===== config.mk =====
export PLATFORM = sky130hd
export DESIGN_NAME = int_seq_ctrl
export DESIGN_NICKNAME = d
export VERILOG_FILES = /design/src/rtl/int_seq_ctrl.sv
export SDC_FILE = /design/constraint.sdc
export NUM_CORES = 1
export LEC_CHECK = 0
export BUFFER_PORTS_ARGS = -buffer_cell sky130_fd_sc_hd__buf_2
export CORE_UTILIZATION = 50
export DETAILED_ROUTE_END_ITERATION = 8
export PLACE_DENSITY = 0.8
export SLEW_MARGIN = 10
export SYNTH_ARGS = -nofsm -noshare
export SYNTH_HDL_FRONTEND = slang
export SYNTH_SLANG_ARGS = --single-unit
export TNS_END_PERCENT = 10

===== constraint.sdc =====
create_clock -name clk -period 3.4 [get_ports clk]
set_clock_uncertainty 0.1 [all_clocks]
set_input_delay 0.34 -clock clk [delete_from_list [all_inputs] [get_ports clk]]
set_output_delay 0.34 -clock clk [all_outputs]
set_load 0.05 [all_outputs]

===== src/rtl/int_seq_ctrl.sv =====
// int_seq_ctrl: interrupt entry / RTI pipeline sequencer (drain, stack push/pop, vector/restore).
// Optional IE mask bit and ie_out port when INT_MASK_EN is defined.
module int_seq_ctrl #(
   parameter int PC_W         = 32,
   parameter int DRAIN_CYCLES = 3,
   parameter int FLAG_W       = 4
) (
   input  logic              clk,
   input  logic              rst,
   input  logic              int_req,
   input  logic [1:0]        int_index,
   input  logic              rti_dec,
   input  logic              mem_ready,
   input  logic [PC_W-1:0]   pc_in,
   input  logic [FLAG_W-1:0] flags_in,
   input  logic [15:0]       stack_rdata,
   output logic              enable_buf,
   output logic              flush,
   output logic              stk_we,
   output logic              stk_re,
   output logic [15:0]       stk_wdata,
   output logic [1:0]        pc_select,
   output logic [1:0]        ivt_index,
   output logic [PC_W-1:0]   pc_restore,
   output logic [FLAG_W-1:0] flags_restore,
   output logic              flags_load,
   output logic              busy
`ifdef INT_MASK_EN
   ,
   output logic              ie_out
`endif
);
   typedef enum logic [3:0] {
      IDLE, DRAIN, PUSH_LO, PUSH_HI, PUSH_FLG, VECTOR,
      RTI_FLUSH, POP_FLG, POP_HI, POP_LO, RESUME
   } state_t;
   localparam int CW = DRAIN_CYCLES > 1 ? $clog2(DRAIN_CYCLES) : 1;
   state_t state, state_nxt;
   logic pending, take, ie;
   logic [CW-1:0] cnt;
   logic [PC_W-1:0] saved_pc;
   logic [FLAG_W-1:0] saved_flags;
   assign busy = state != IDLE;
   always_comb begin
      state_nxt  = state;
      take       = 1'b0;
      enable_buf = 1'b1;
      flush      = 1'b0;
      stk_we     = 1'b0;
      stk_re     = 1'b0;
      stk_wdata  = '0;
      pc_select  = 2'b00;
      flags_load = 1'b0;
      case (state)
         IDLE: begin
            take      = !rti_dec && pending && ie;
            state_nxt = rti_dec ? RTI_FLUSH : take ? DRAIN : IDLE;
         end
         DRAIN: begin
            flush     = 1'b1;
            state_nxt = cnt == CW'(DRAIN_CYCLES - 1) ? PUSH_LO : DRAIN;
         end
         PUSH_LO: begin
            enable_buf = 1'b0;
            stk_we     = 1'b1;
            stk_wdata  = saved_pc[15:0];
            state_nxt  = mem_ready ? PUSH_HI : PUSH_LO;
         end
         PUSH_HI: begin
            enable_buf = 1'b0;
            stk_we     = 1'b1;
            stk_wdata  = saved_pc[31:16];
            state_nxt  = mem_ready ? PUSH_FLG : PUSH_HI;
         end
         PUSH_FLG: begin
            enable_buf = 1'b0;
            stk_we     = 1'b1;
            stk_wdata  = 16'(saved_flags);
            state_nxt  = mem_ready ? VECTOR : PUSH_FLG;
         end
         VECTOR: begin
            flush     = 1'b1;
            pc_select = 2'b01;
            state_nxt = IDLE;
         end
         RTI_FLUSH: begin
            flush     = 1'b1;
            state_nxt = POP_FLG;
         end
         POP_FLG: begin
            enable_buf = 1'b0;
            stk_re     = 1'b1;
            state_nxt  = mem_ready ? POP_HI : POP_FLG;
         end
         POP_HI: begin
            enable_buf = 1'b0;
            stk_re     = 1'b1;
            state_nxt  = mem_ready ? POP_LO : POP_HI;
         end
         POP_LO: begin
            enable_buf = 1'b0;
            stk_re     = 1'b1;
            state_nxt  = mem_ready ? RESUME : POP_LO;
         end
         RESUME: begin
            flush      = 1'b1;
            pc_select  = 2'b10;
            flags_load = 1'b1;
            state_nxt  = IDLE;
         end
         default: state_nxt = IDLE;
      endcase
   end
   always_ff @(posedge clk or posedge rst)
      if (rst) begin
         state         <= IDLE;
         pending       <= 1'b0;
         cnt           <= '0;
         saved_pc      <= '0;
         saved_flags   <= '0;
         ivt_index     <= '0;
         pc_restore    <= '0;
         flags_restore <= '0;
      end else begin
         state   <= state_nxt;
         pending <= take ? 1'b0 : pending | int_req;
         cnt     <= (state == DRAIN && state_nxt == DRAIN) ? cnt + CW'(1) : '0;
         if (take) begin
            saved_pc    <= pc_in;
            saved_flags <= flags_in;
            ivt_index   <= int_index;
         end
         if (mem_ready && state == POP_FLG) flags_restore <= stack_rdata[FLAG_W-1:0];
         if (mem_ready && state == POP_HI) pc_restore[31:16] <= stack_rdata;
         if (mem_ready && state == POP_LO) pc_restore[15:0] <= stack_rdata;
      end
`ifdef INT_MASK_EN
   // IE drops on vectoring into the ISR and comes back when RTI resumes
   always_ff @(posedge clk or posedge rst)
      if (rst) ie <= 1'b1;
      else if (state == VECTOR) ie <= 1'b0;
      else if (state == RESUME) ie <= 1'b1;
   assign ie_out = ie;
`else
   assign ie = 1'b1;
`endif
endmodule

==> report_table.html <==
<table>
<tr><th>Metric</th><th>Value</th></tr>
<tr><th colspan="2">Outcome</th></tr>
<tr><td>Result of the run</td><td>complete, but fails checks</td></tr>
<tr><td>Violated checks</td><td>design-rule violations</td></tr>
<tr><th colspan="2">Floorplan</th></tr>
<tr><td>DIE AREA</td><td>0.00720 mm^2</td></tr>
<tr><td>Chip Height</td><td>84.8 um</td></tr>
<tr><td>Count of pins on the block boundary</td><td>121</td></tr>
<tr><td>Effective utilization at floorplan</td><td>52.8%</td></tr>
<tr><td>Number of core rows</td><td>29</td></tr>
<tr><td>Placeable core region</td><td>0.00649 mm^2</td></tr>
<tr><td>Die outline width</td><td>84.8 um</td></tr>
<tr><th colspan="2">Route</th></tr>
<tr><td>Routed len/inst</td><td>15.7 um</td></tr>
<tr><td>Wire length after detailed routing</td><td>6.99 mm</td></tr>
<tr><td>DRC errors left</td><td>5</td></tr>
<tr><td>Antenna-violating nets left</td><td>0</td></tr>
<tr><td>Initial drt markers</td><td>67</td></tr>
<tr><td>1st-pass router iterations</td><td>6</td></tr>
<tr><td>Vias after detailed routing</td><td>2336</td></tr>
<tr><td>Via/cell ratio</td><td>5.26</td></tr>
<tr><th colspan="2">CTS</th></tr>
<tr><td>H-tree depth reported by CTS</td><td>3</td></tr>
<tr><td>Number of hold-repair buffers added at the cts stage</td><td>0</td></tr>
<tr><td>Number of sinks on the clock net</td><td>81</td></tr>
<tr><td>Clk root buf</td><td>clkbuf_8</td></tr>
<tr><td>Post-CTS setup-driven buffer insertion count</td><td>0</td></tr>
<tr><td>Clk slew on worst S/H paths</td><td>80 ps</td></tr>
<tr><td>CTS tree</td><td>done</td></tr>
<tr><td>Buffer levels on the longest clock path</td><td>2</td></tr>
<tr><td>Post-cts repair resize count</td><td>0</td></tr>
<tr><td>Number of buffers created by CTS</td><td>9</td></tr>
<tr><td>Clk Latency, worst-skew pair</td><td>340 ps</td></tr>
<tr><th colspan="2">Worst setup path</th></tr>
<tr><td>Flop2flop setup slack</td><td>1120 ps</td></tr>
<tr><td>Required time at the worst-slack endpoint</td><td>2960 ps</td></tr>
<tr><td>Arrival @ worst endpoint</td><td>2350 ps</td></tr>
<tr><td>Crit-path max FO</td><td>17</td></tr>
<tr><td>Setup crit start kind</td><td>flop</td></tr>
<tr><td>Critical path start-end classification</td><td>reg2out</td></tr>
<tr><td>Kind of end point of the critical path</td><td>output port</td></tr>
<tr><th colspan="2">Global route</th></tr>
<tr><td>Pin count of the biggest net entering global routing</td><td>64</td></tr>
<tr><td>Wire length of the first global-routing pass</td><td>11.4 mm</td></tr>
<tr><td>Via count of the first global-routing pass</td><td>2391</td></tr>
<tr><td>GR Overflow Total</td><td>0</td></tr>
<tr><td>Global Route Usage Sum</td><td>20.6%</td></tr>
<tr><td>Initial antenna violation count</td><td>0</td></tr>
<tr><th colspan="2">Timing</th></tr>
<tr><td>Time the final worst path needs with I/O delays and setup</td><td>2790 ps</td></tr>
<tr><td>Final-layout setup total negative slack</td><td>0 ps</td></tr>
<tr><td>Final hold violation count</td><td>0</td></tr>
<tr><td>Max-slew violations</td><td>0</td></tr>
<tr><td>Maximum operating frequency</td><td>358 MHz</td></tr>
<tr><td>Worst hold margin</td><td>106 ps</td></tr>
<tr><td>Count of endpoints failing setup in the final report</td><td>0</td></tr>
<tr><td>Actual slew at the worst max-slew pin</td><td>1050 ps</td></tr>
<tr><td>Unrepaired setup endpoints after global routing</td><td>false</td></tr>
<tr><td>Period utilisation layout</td><td>82.1%</td></tr>
<tr><td>Relative slew margins</td><td>29.9%</td></tr>
<tr><th colspan="2">Synthesis</th></tr>
<tr><td>Cell area after technology mapping</td><td>0.00343 mm^2</td></tr>
<tr><td>Post-synth top area cell</td><td>dfrtp_1</td></tr>
<tr><td>Largest cells by area after synthesis</td><td>dfrtp_1 (59%), mux2_2 (20%), mux2_1 (4.3%)</td></tr>
<tr><td>Post-synthesis register bit count</td><td>81</td></tr>
<tr><td>Yosys warnings</td><td>0</td></tr>
<tr><td>Register area share after synthesis</td><td>59.1%</td></tr>
<tr><td>Area share of the largest cell type after synthesis</td><td>59.1%</td></tr>
<tr><td>Synth Net Count</td><td>304</td></tr>
<tr><td>Per-instance average area after synthesis</td><td>14.1 um^2</td></tr>
<tr><td>Mapped Cells</td><td>244</td></tr>
<tr><td>Number of distinct library cell variants in the gate-level netlist after synthesis</td><td>36</td></tr>
<tr><th colspan="2">Flow run</th></tr>
<tr><td>Number of maximum-capacitance violations</td><td>0</td></tr>
<tr><th colspan="2">Cells and area</th></tr>
<tr><td>Util after Layout</td><td>65.0%</td></tr>
<tr><td>Area taken by multi-input logic gates</td><td>0.00130 mm^2</td></tr>
<tr><td>Area Overhead vs Synth</td><td>23.0%</td></tr>
<tr><td>Reg area</td><td>0.00203 mm^2</td></tr>
<tr><td>Nets</td><td>422</td></tr>
<tr><td>Leading cell types in the layout, fill and taps excluded</td><td>buf_2 (120), dfrtp_1 (81), mux2_2 (62)</td></tr>
<tr><td>Number of diodes added for antenna fixing</td><td>0</td></tr>
<tr><td>Fraction of layout cells with a size suffix above 1</td><td>55.6%</td></tr>
<tr><td>Number of filler cells placed in the layout</td><td>499</td></tr>
<tr><td>Most common cell after layout, fill and taps aside</td><td>buf_2</td></tr>
<tr><td>Cell Count, Final, Fillers Out</td><td>444</td></tr>
<tr><th colspan="2">Placed design</th></tr>
<tr><td>Post-detail-place hpwl</td><td>4.92 mm</td></tr>
<tr><td>Weighted congestion at the end of routability-driven global placement</td><td>0.788</td></tr>
<tr><td>Port Buf Inserts</td><td>120</td></tr>
<tr><td>Placed insts</td><td>428</td></tr>
<tr><th colspan="2">Hold path</th></tr>
<tr><td>Classification of the worst-slack hold path</td><td>in2async</td></tr>
</table>
-- Yosys cell counts --
cell type  count
buf_6          1
nor4_1         2
nand2b_2       1
nor3_4         1
inv_1          3
nor3_1         2
clkbuf_1       1
mux2_2        62
dfrtp_1       81
a22oi_1        4
o22ai_1        1
o21ai_0        4
clkbuf_2       1
mux2i_1        1
or2_2          1
buf_4          4
nand3b_1       1
nor2b_1        1
nand2b_1       3
and3_1         2
nand2_1       12
and2b_1        1
nor2_1         7
o311ai_0       1
nand4_1        1
nand4b_1       1
buf_2          9
a2111o_1       1
o21a_1         1
a211o_1        2
a22o_1        12
a21oi_1        2
nand3_1        2
ha_1           1
mux2_1        13
nor2_4         1
-- path summary, 6_finish.rpt --
kind                               startpoint                    endpoint  cells after the start
max                        state[2]$_DFF_PP0_                stk_wdata[1]                      5
min                                       rst    saved_pc[25]$_DFFE_PP0P_                      2
max reg2reg                state[1]$_DFF_PP0_  pc_restore[19]$_DFFE_PP0P_                      3
min reg2reg                  cnt[0]$_DFF_PP0_            cnt[0]$_DFF_PP0_                      1
max in group asynchronous                 rst            cnt[1]$_DFF_PP0_                      3
min in group clk                     pc_in[0]     saved_pc[0]$_DFFE_PP0P_                      2
-- flip-flops by register name, indices dropped and copies added (netlist names) --
name	flops
state	4
pending	1
cnt	2
ivt_index	2
saved_pc	32
saved_flags	4
pc_restore	32
flags_restore	4
-- layer usage --
layer	GRT usage [%]	share of wire, %	vias to the layer above
met1	26.5	43	1155
li1	-	-	1111
met5	0	0	-
met3	3.60	4.2	9
met4	8.63	1.2	0
met2	34.8	52	61
-- cells by family (layout without fill, tap and decap cells) --
kind of cell | count (synthesis) | after routing | synth area share [%]
compound gates | 28 | 28 | 6.31
fa+ha+maj | 1 | 1 | 0.365
buf+inv | 19 | 142 | 3.10
flops | 81 | 81 | 59.1
mux | 76 | 76 | 24.9
simple gates | 39 | 39 | 6.24
-- critical path: stages, from the launching register on --
cell and delay, ps:
dfrtp_1 530, nor2_1 260, and3_1 660, a22oi_1 190
nand2_1 110, buf_2 260
-- final cells by class --
class,count,share of cell area [%]
Clock buffer,11,3.11
Clock inverter,5,0.771
Inverter,3,0.296
Multi-Input combinational cell,144,30.7
Sequential cell,81,48.0
Tap cell,77,2.28
Timing Repair Buffer,123,14.8
-- stage by stage --
| stage | instance area (um^2) | setup WS, ps |
|---|---|---|
| floorplan | 3430 | 528 |
| global placement | 4060 | 1060 |
| detailed placement | 4060 | 981 |
| CTS | 4220 | 619 |
| global route | 4220 | 413 |
| finish | 4220 | 610 |
Power is not shown: default switching activity piles up to over one toggle a cycle in this logic, so the estimate is an artifact.
